## src/rtl/spi_rdid_responder.sv

```systemverilog
// ---------------------------------------------------------------------------
// spi_rdid_responder
//
// SPI mode-0 target that answers the Read Identification command (0x9F by
// default) with a 24-bit JEDEC ID {MAN_ID, MEM_TYPE, MEM_CAP}, MSB first.
// Any other command byte is captured and reported, and the rest of the frame
// is ignored. While chip select stays low, the ID repeats.
//
// All SPI inputs are oversampled in the clk domain, so clk must run at least
// 8x the SCK frequency. No logic is clocked by spisck.
//
// Ports
//   clk          system clock
//   rst_n        synchronous active-low reset
//   spisck       SPI clock from the master (idles low)
//   spimosi      master-out serial data, MSB first
//   chip_select  active-low select from the master
//   spimiso      serial ID data, MSB first; 0 when not sending
//   spimiso_oe   high while the ID is being driven
//   cmd_byte     last complete command byte; held until the next one
//   cmd_strobe   one-clk pulse when cmd_byte updates
//   rdid_done    one-clk pulse after the 24th ID bit has been shifted out
//   busy         high whenever the FSM is not idle
// ---------------------------------------------------------------------------
module spi_rdid_responder #(
  parameter logic [7:0] RDID_CODE = 8'h9F,
  parameter logic [7:0] MAN_ID    = 8'h20,
  parameter logic [7:0] MEM_TYPE  = 8'h20,
  parameter logic [7:0] MEM_CAP   = 8'h15
) (
  input  logic       clk,
  input  logic       rst_n,
  input  logic       spisck,
  input  logic       spimosi,
  input  logic       chip_select,
  output logic       spimiso,
  output logic       spimiso_oe,
  output logic [7:0] cmd_byte,
  output logic       cmd_strobe,
  output logic       rdid_done,
  output logic       busy
);

  typedef enum logic [1:0] {
    IDLE,
    RECV_CMD,
    SEND_ID,
    IGNORE
  } state_t;

  localparam logic [4:0] ID_TOP = 5'd23;

  // -------------------------------------------------------------------------
  // Input synchronizers and edge detection.
  // Index 1 is the synchronized value, index 2 its previous-cycle copy.
  // -------------------------------------------------------------------------
  logic [2:0] sck_sync;
  logic [1:0] mosi_sync;
  logic [2:0] cs_sync;

  always_ff @(posedge clk) begin
    if (!rst_n) begin
      sck_sync  <= '0;
      mosi_sync <= '0;
      cs_sync   <= '1;
    end else begin
      sck_sync  <= {sck_sync[1:0], spisck};
      mosi_sync <= {mosi_sync[0], spimosi};
      cs_sync   <= {cs_sync[1:0], chip_select};
    end
  end

  logic sck_rise;
  logic sck_fall;
  logic mosi_s;
  logic cs_active;
  logic cs_release;

  assign sck_rise   =  sck_sync[1] & ~sck_sync[2];
  assign sck_fall   = ~sck_sync[1] &  sck_sync[2];
  assign mosi_s     =  mosi_sync[1];
  assign cs_active  = ~cs_sync[1];
  // Every non-idle state is entered with cs_active high, so the deassertion
  // edge is the only way it can ever drop while busy.
  assign cs_release =  cs_sync[1] & ~cs_sync[2];

  // -------------------------------------------------------------------------
  // State and datapath registers
  // -------------------------------------------------------------------------
  state_t      state;
  state_t      state_next;

  logic [2:0]  bit_cnt;
  // Only seven bits are kept: the eighth arrives on mosi_s in the same cycle
  // the full byte is assembled into cmd_byte.
  logic [6:0]  cmd_shift;
  logic [23:0] id_reg;
  logic [4:0]  id_cnt;
  // The first SCK fall after entering SEND_ID ends command bit 0; bit 23 is
  // already on MISO, so that fall must not advance the counter.
  logic        first_fall;

  logic [7:0]  rx_byte;
  logic        shift_en;
  logic        cmd_done;
  logic        cmd_is_rdid;
  logic        id_step;
  logic        id_wrap;

  assign rx_byte     = {cmd_shift, mosi_s};
  assign cmd_is_rdid = (rx_byte == RDID_CODE);

  // -------------------------------------------------------------------------
  // FSM: state register
  // -------------------------------------------------------------------------
  always_ff @(posedge clk) begin
    if (!rst_n) begin
      state <= IDLE;
    end else begin
      state <= state_next;
    end
  end

  // -------------------------------------------------------------------------
  // FSM: next state and datapath controls.
  // CS deassertion is checked first so it wins over a coincident SCK edge.
  // -------------------------------------------------------------------------
  always_comb begin
    state_next = state;
    shift_en   = 1'b0;
    cmd_done   = 1'b0;
    id_step    = 1'b0;
    id_wrap    = 1'b0;

    unique case (state)
      IDLE: begin
        if (cs_active) begin
          state_next = RECV_CMD;
        end
      end

      RECV_CMD: begin
        if (cs_release) begin
          state_next = IDLE;
        end else if (sck_rise) begin
          shift_en = 1'b1;
          if (bit_cnt == 3'd7) begin
            cmd_done   = 1'b1;
            state_next = cmd_is_rdid ? SEND_ID : IGNORE;
          end
        end
      end

      SEND_ID: begin
        if (cs_release) begin
          state_next = IDLE;
        end else if (sck_fall && !first_fall) begin
          id_step = 1'b1;
          id_wrap = (id_cnt == 5'd0);
        end
      end

      IGNORE: begin
        if (cs_release) begin
          state_next = IDLE;
        end
      end

      default: begin
        state_next = IDLE;
      end
    endcase
  end

  // -------------------------------------------------------------------------
  // Datapath
  // -------------------------------------------------------------------------
  always_ff @(posedge clk) begin
    if (!rst_n) begin
      bit_cnt    <= '0;
      cmd_shift  <= '0;
      cmd_byte   <= '0;
      cmd_strobe <= 1'b0;
      id_reg     <= '0;
      id_cnt     <= '0;
      first_fall <= 1'b1;
      rdid_done  <= 1'b0;
    end else begin
      cmd_strobe <= 1'b0;
      rdid_done  <= 1'b0;

      if (state == IDLE) begin
        bit_cnt    <= '0;
        cmd_shift  <= '0;
        id_cnt     <= '0;
        first_fall <= 1'b1;
      end

      if (shift_en) begin
        cmd_shift <= rx_byte[6:0];
        bit_cnt   <= bit_cnt + 3'd1;
      end

      if (cmd_done) begin
        cmd_byte   <= rx_byte;
        cmd_strobe <= 1'b1;
        id_reg     <= {MAN_ID, MEM_TYPE, MEM_CAP};
        id_cnt     <= ID_TOP;
        first_fall <= 1'b1;
      end

      if (state == SEND_ID && !cs_release && sck_fall && first_fall) begin
        first_fall <= 1'b0;
      end

      if (id_step) begin
        if (id_wrap) begin
          id_cnt    <= ID_TOP;
          rdid_done <= 1'b1;
        end else begin
          id_cnt    <= id_cnt - 5'd1;
        end
      end
    end
  end

  // -------------------------------------------------------------------------
  // Outputs
  // -------------------------------------------------------------------------
  always_comb begin
    spimiso    = 1'b0;
    spimiso_oe = 1'b0;
    if (state == SEND_ID) begin
      spimiso    = id_reg[id_cnt];
      spimiso_oe = 1'b1;
    end
  end

  assign busy = (state != IDLE);

endmodule

```

## config.mk

```make
export PLATFORM = sky130hd
export DESIGN_NAME = spi_rdid_responder
export DESIGN_NICKNAME = d
export VERILOG_FILES = /design/src/rtl/spi_rdid_responder.sv
export SDC_FILE = /design/constraint.sdc
export NUM_CORES = 1
export LEC_CHECK = 0
export CAP_MARGIN = 20
export CORE_ASPECT_RATIO = 0.9
export CORE_MARGIN = 2
export CORE_UTILIZATION = 40
export DETAILED_ROUTE_END_ITERATION = 8
export PLACE_DENSITY = 0.71
export SYNTH_ARGS = -nofsm -noshare
export SYNTH_HDL_FRONTEND = slang
export SYNTH_SLANG_ARGS = --single-unit
```

## constraint.sdc

```tcl
create_clock -name clk -period 2.23 [get_ports clk]
set_input_delay 0.5575 -clock clk [delete_from_list [all_inputs] [get_ports clk]]
set_output_delay 0.5575 -clock clk [all_outputs]
set_load 0.05 [all_outputs]
```

==> flow_metrics.py, run 1 <==
metrics = {
    "setup_path": {
        "crit_slowest_cell": "dfxtp_1",
        "critPathCaptureType": "primary output",
        "crit_arrival_ns": 1.43,
        "critical_path.cell_chain": "nor2b_2 > nand3_1 > nor2_2 > buf_12",
        "critPathBufInv": 1,
        "worstRegToRegCells": 5,
        "crit_fanout": 6,
        "regToRegSetupSlack_ns": 0.52,
        "r2r_end": "id_cnt[2]",
        "slowest_delay_ns": 0.43,
        "path_delay_family": "simple AND/OR/NAND/NOR gates",
        "worstSetupStartpointType": "register",
        "critPathKind": "reg -> out",
        "rr_startpoint": "bit_cnt[0]",
        "required_ns": 1.67,
    },
    "die": {
        "dieArea_um2": 4210,
        "die_h_um": 61.7,
        "fp.coreArea_um2": 3450,
        "die_w_um": 68.2,
        "initial_core_util_pct": 42.9,
        "rows": 20,
        "io_pins": 18,
    },
    "sta": {
        "slew_headroom_pct": 66.9,
        "fmax_mhz": 504,
        "worst-slew-pin-transition_ns": 0.495,
        "fin_skew_ns": 0.00512,
        "post-route-period-util_pct": 89.0,
        "hold_ws_ns": 0.420,
        "drv_slew": 0,
        "grt_setup_unrepaired": "no",
        "setup_viol": 0,
        "hold_viol": 0,
        "fin_setup_tns_ns": 0,
        "period_needed_ns": 1.99,
        "finalWorstSetupSlack_ns": 0.244,
    },
    "clock_tree": {
        "cts_tree": "built",
        "cts_buffers": 5,
        "h-tree-depth": 2,
        "cts_setup_buffers": 0,
        "clkTransAtPathRegs_ns": 0.07,
        "postCtsHoldBufs": 0,
        "cts_resized": 0,
        "insertion_delay_ns": 0.28,
        "cts.sinks": 37,
        "cts_buffer_depth": 2,
        "cts-root-buf": "clkbuf_8",
    },
    "detailed_routing": {
        "drt-wirelength-per-cell_um": 13.1,
        "vias_per_cell": 5.40,
        "drc": 0,
        "vias": 1263,
        "dr.pass1.iters": 4,
        "drt-initial-drc-count": 77,
        "antenna_left": 0,
        "wirelength_um": 3080,
    },
    "logic_synthesis": {
        "ys_seq_area_share_pct": 50.0,
        "synthCells": 170,
        "synthesis.area_um2": 1480,
        "ys_top_cells_by_count": "dfxtp_1, nand2_1, a21oi_1, nand3_1, nor2_1",
        "synth_area_leaders": "dfxtp_1, nand2_1, a21oi_1",
        "synth_edf_count": 0,
        "ys_warn_count": 0,
        "ys_types": 36,
        "synth-async-reset-ratio_pct": 0,
        "ys_ff_latch": 37,
        "syn_nets": 178,
        "synth_most_common_cell": "dfxtp_1",
        "synthFlopType": "dfxtp_1",
        "synth.top_cell.area_share_pct": 50.0,
        "yosysTopAreaCell": "dfxtp_1",
        "syn_avg_cell_area_um2": 8.71,
    },
    "grt": {
        "overflow": 0,
        "grt_max_degree": 22,
        "grt_pass1_wl_um": 5370,
        "antenna_found_initial": 0,
        "grt_usage_pct": 17.4,
        "grt_pass1_vias": 1240,
    },
    "final_layout": {
        "syn_to_final_growth_pct": 21.7,
        "top_regs": "cmd_byte: 8 flops, cmd_shift: 7 flops, id_cnt: 5 flops",
        "diodes": 0,
        "nFillCells": 331,
        "nets": 197,
        "largest_reg_flops": 8,
        "layout-drive-gt1-share_pct": 11.6,
        "final_area_um2": 1800,
        "max_flop_register": "cmd_byte",
    },
    "pwr": {
        "peakVddDrop_uv": 460,
        "power.leakage_uw": 0.000633,
        "powerDensity_nw_per_um2": 676,
    },
    "run_status": {
        "status": "finished clean",
    },
    "placement": {
        "numPortBuffers": 17,
        "gp_congestion": 0.780,
        "dpl_cell_area_um2": 1700,
        "hpwlAfterDp_um": 2190,
        "place_ws_ns": 0.548,
    },
    "worst_hold_path": {
        "hold_end": "cs_sync[1]",
        "holdCritPathClass": "reg -> reg",
        "hp-start": "cs_sync[0]",
        "hold_path_depth": 1,
    },
    "flow_run": {
        "max-cap-violations": 0,
    },
}
logic make-up after synthesis:
family	share of synthesized area [%]
buffers and inverters	4.05
flip-flops	50.0
adder cells (fa/ha/maj)	2.53
multiplexers	0.676
AO/OA/AOI/OAI	9.71
XOR/XNOR	0.591
AND/OR/NAND/NOR	32.4
worst max path at each step:
stage                      startpoint     endpoint  slack (ns)  cells past startpoint
after floorplan              state[1]      spimiso        0.17                      3
after global placement    cmd_byte[3]  cmd_byte[3]        0.57                      1
after detailed placement  cmd_byte[7]  cmd_byte[7]        0.55                      1
after CTS                 cmd_byte[7]  cmd_byte[7]        0.24                      1
after global routing         state[1]      spimiso        0.16                      4
final                        state[1]      spimiso        0.24                      4
routing by layer:
| metal | track usage [%] | share of wire (%) | wire length (um) |
|---|---|---|---|
| met1 | 20.2 | 44 | 1360 |
| met2 | 29.7 | 50 | 1530 |
| met3 | 4.50 | 4.3 | 132 |
| met4 | 9.14 | 1.8 | 54 |
| met5 | 0 | 0 | 0 |
power breakdown:
group	switching [uW]	internal, uW	leakage, uW
logic	26.5	16.8	0.000279
clock network	222	279	0.0000542
registers	6.40	668	0.000300
total	255	964	0.000633
placed cells by master, fill, tap and decap left out, types with 3 or more instances in the layout:
master and n:
nand2_1 35, inv_1 3, ha_1 3, a21oi_1 20, and2_1 5, nor2_1 5
clkbuf_8 7, nand2b_1 5, clkdlybuf4s50_1 14, nand4_1 3, buf_4 6, nand3_1 16
dfxtp_1 37
stage by stage:
stage	std cells	power (uW)	utilization, %
after CTS	234	1230	52.2
final	234	1220	52.2
after floorplan	170	715	-
after global placement	226	731	49.3
after detailed placement	226	732	49.3
after global routing	234	1260	52.2
layout make-up:
type	instances	area [um^2]	share of cell area, %
repair buffers	21	205	11.4
clock inverters	1	5.00	0.278
clock buffers	7	96.3	5.34
well taps	44	55.1	3.05
flip-flops and latches	37	741	41.1
multi-input cells	120	686	38.0
inverters	4	15.0	0.833
Note: power is estimated with default switching activity, not from simulation.
==> run 2, diff against run 1 <==
--- a/config.mk
+++ b/config.mk
@@ -5,10 +5,12 @@
 export SDC_FILE = /design/constraint.sdc
 export NUM_CORES = 1
 export LEC_CHECK = 0
+export ABC_CLOCK_PERIOD_IN_PS = 2230
 export CAP_MARGIN = 20
 export CORE_ASPECT_RATIO = 0.9
-export CORE_MARGIN = 2
+export CORE_MARGIN = 5
 export CORE_UTILIZATION = 40
+export CTS_CLUSTER_SIZE = 14
 export DETAILED_ROUTE_END_ITERATION = 8
 export PLACE_DENSITY = 0.71
 export SYNTH_ARGS = -nofsm -noshare
==> flow_metrics.py, run 2 (synthesis gave the netlist of run 1 again) <==
metrics = {
    "run_status": {
        "status": "finished clean",
    },
    "detailed_routing": {
        "vias": 1232,
        "drc": 0,
        "dr.pass1.iters": 4,
        "vias_per_cell": 5.24,
        "wirelength_um": 2900,
        "drt-wirelength-per-cell_um": 12.3,
        "drt-initial-drc-count": 82,
        "antenna_left": 0,
    },
    "placement": {
        "place_ws_ns": 0.316,
        "numPortBuffers": 17,
        "hpwlAfterDp_um": 1980,
        "dpl_cell_area_um2": 1700,
        "gp_congestion": 0.831,
        "dp.cells": 228,
    },
    "grt": {
        "grt_max_degree": 17,
        "antenna_found_initial": 0,
        "grt_pass1_wl_um": 4800,
        "overflow": 0,
        "grt_use_met3_pct": 3.57,
        "grtUsageMet2_pct": 19.4,
        "grt_usage_pct": 12.7,
        "grt-busiest-layer": "met2",
        "globalRouteMet1Util_pct": 16.2,
        "grt_pass1_vias": 1068,
    },
    "setup_path": {
        "critPathBufInv": 1,
        "required_ns": 1.67,
        "critPathKind": "reg -> out",
        "regToRegSetupSlack_ns": 0.55,
        "critical_path.cell_chain": "clkdlybuf4s50_1",
        "crit_fanout": 2,
        "crit_slowest_cell": "clkdlybuf4s50_1",
        "worstSetupStartpointType": "register",
        "crit_arrival_ns": 1.41,
        "path_delay_family": "buffers and inverters",
        "slowest_delay_ns": 0.80,
        "critPathCaptureType": "primary output",
    },
    "die": {
        "die_h_um": 67.7,
        "dieArea_um2": 5020,
        "initial_core_util_pct": 40.6,
        "io_pins": 18,
        "fp.coreArea_um2": 3650,
        "rows": 21,
        "die_w_um": 74.2,
    },
    "clock_tree": {
        "cts_buffers": 5,
        "cts.sinks": 37,
        "postCtsHoldBufs": 0,
        "clkTransAtPathRegs_ns": 0.07,
        "cts-root-buf": "clkbuf_8",
        "h-tree-depth": 2,
        "cts_buffer_depth": 2,
        "insertion_delay_ns": 0.29,
        "cts_resized": 0,
        "cts_setup_buffers": 0,
        "cts_tree": "built",
    },
    "sta": {
        "fin_setup_tns_ns": 0,
        "finalWorstSetupSlack_ns": 0.259,
        "setup_viol": 0,
        "post-route-period-util_pct": 88.4,
        "hold_viol": 0,
        "fmax_mhz": 507,
        "slew_headroom_pct": 67.1,
        "hold_ws_ns": 0.408,
        "grt_setup_unrepaired": "no",
        "worst-slew-pin-transition_ns": 0.492,
        "drv_slew": 0,
        "fin_skew_ns": 0.00452,
        "period_needed_ns": 1.97,
    },
    "final_layout": {
        "max_flop_register": "cmd_byte",
        "nets": 197,
        "diodes": 0,
        "largest_reg_flops": 8,
        "layout-drive-gt1-share_pct": 10.6,
        "final_common_cell": "dfxtp_1",
        "top_regs": "cmd_byte: 8 flops, cmd_shift: 7 flops, id_cnt: 5 flops",
        "syn_to_final_growth_pct": 20.9,
        "fin_cells": 235,
        "layout_common_cells": "dfxtp_1, nand2_1, a21oi_1",
        "final_area_um2": 1790,
    },
    "pwr": {
        "powerDensity_nw_per_um2": 657,
        "p_int_uw": 930,
        "clockPowerShare_pct": 39.1,
        "switching_share_pct": 21.0,
        "power.leakage_uw": 0.000623,
        "peakVddDrop_uv": 326,
        "p_comb_share_pct": 3.7,
        "pwr-share-seq_pct": 57.3,
        "p_switching_uw": 248,
    },
    "worst_hold_path": {
        "holdCritPathClass": "reg -> reg",
    },
    "flow_run": {
        "max-cap-violations": 0,
    },
}
## run 2: cell types whose count changed in the layout (fill, tap and decap cells not counted)
cell	change
clkbuf_1	+1
clkbuf_8	-1
clkinv_2	-1
## run 2: worst register-to-register path: stages, from the launching register on
cell	delay, ns
dfxtp_1	0.32
ha_1	0.20
ha_1	0.17
and4bb_2	0.24
and3_1	0.31
o31a_1	0.34
## run 2: layout make-up
| cell class | count | area (um^2) |
|---|---|---|
| repair buffers | 21 | 205 |
| inverters | 4 | 15.0 |
| multi-input cells | 120 | 686 |
| clock buffers | 7 | 86.3 |
| well taps | 46 | 57.6 |
| fillers | 375 | 1860 |
| flip-flops and latches | 37 | 741 |
## run 2: final timing paths
path	start	end	cells after the start
worst min-delay path	cs_sync[0]	cs_sync[1]	1
worst max register to register	bit_cnt[0]	id_cnt[2]	5
worst min register to register	cs_sync[0]	cs_sync[1]	1
worst max-delay path	cmd_byte[7]	cmd_byte[7]	1
## run 2: routing by layer
metal | vias up | part of all wire [%]
met3 | 5 | 5.8
met5 | - | 0
met4 | 0 | 2.2
met1 | 574 | 48
met2 | 31 | 44
li1 | 622 | -
## run 2: metrics by stage
step	power, uW	util (%)
after CTS	1190	49.0
after global routing	1220	49.0
final	1180	49.0
after floorplan	715	-
after detailed placement	732	46.7
after global placement	732	46.7
## run 2: power by group through the flow
stage | registers [uW] | logic (uW) | clock network (uW)
6_report | 674 | 43.2 | 460
5_1_grt | 674 | 47.2 | 496
4_1_cts | 674 | 43.6 | 473
3_5_place_dp | 689 | 43.5 | 0
3_3_place_gp | 689 | 43.1 | 0
2_1_floorplan | 686 | 29.1 | 0
==> run 3, diff against run 2 <==
--- a/config.mk
+++ b/config.mk
@@ -12,6 +12,7 @@
 export CORE_UTILIZATION = 40
 export CTS_CLUSTER_SIZE = 14
 export DETAILED_ROUTE_END_ITERATION = 8
+export GPL_ROUTABILITY_DRIVEN = 0
 export PLACE_DENSITY = 0.71
 export SYNTH_ARGS = -nofsm -noshare
 export SYNTH_HDL_FRONTEND = slang
==> results of run 3 <==
Final layout, timing and power as in run 2 (identical DEF).
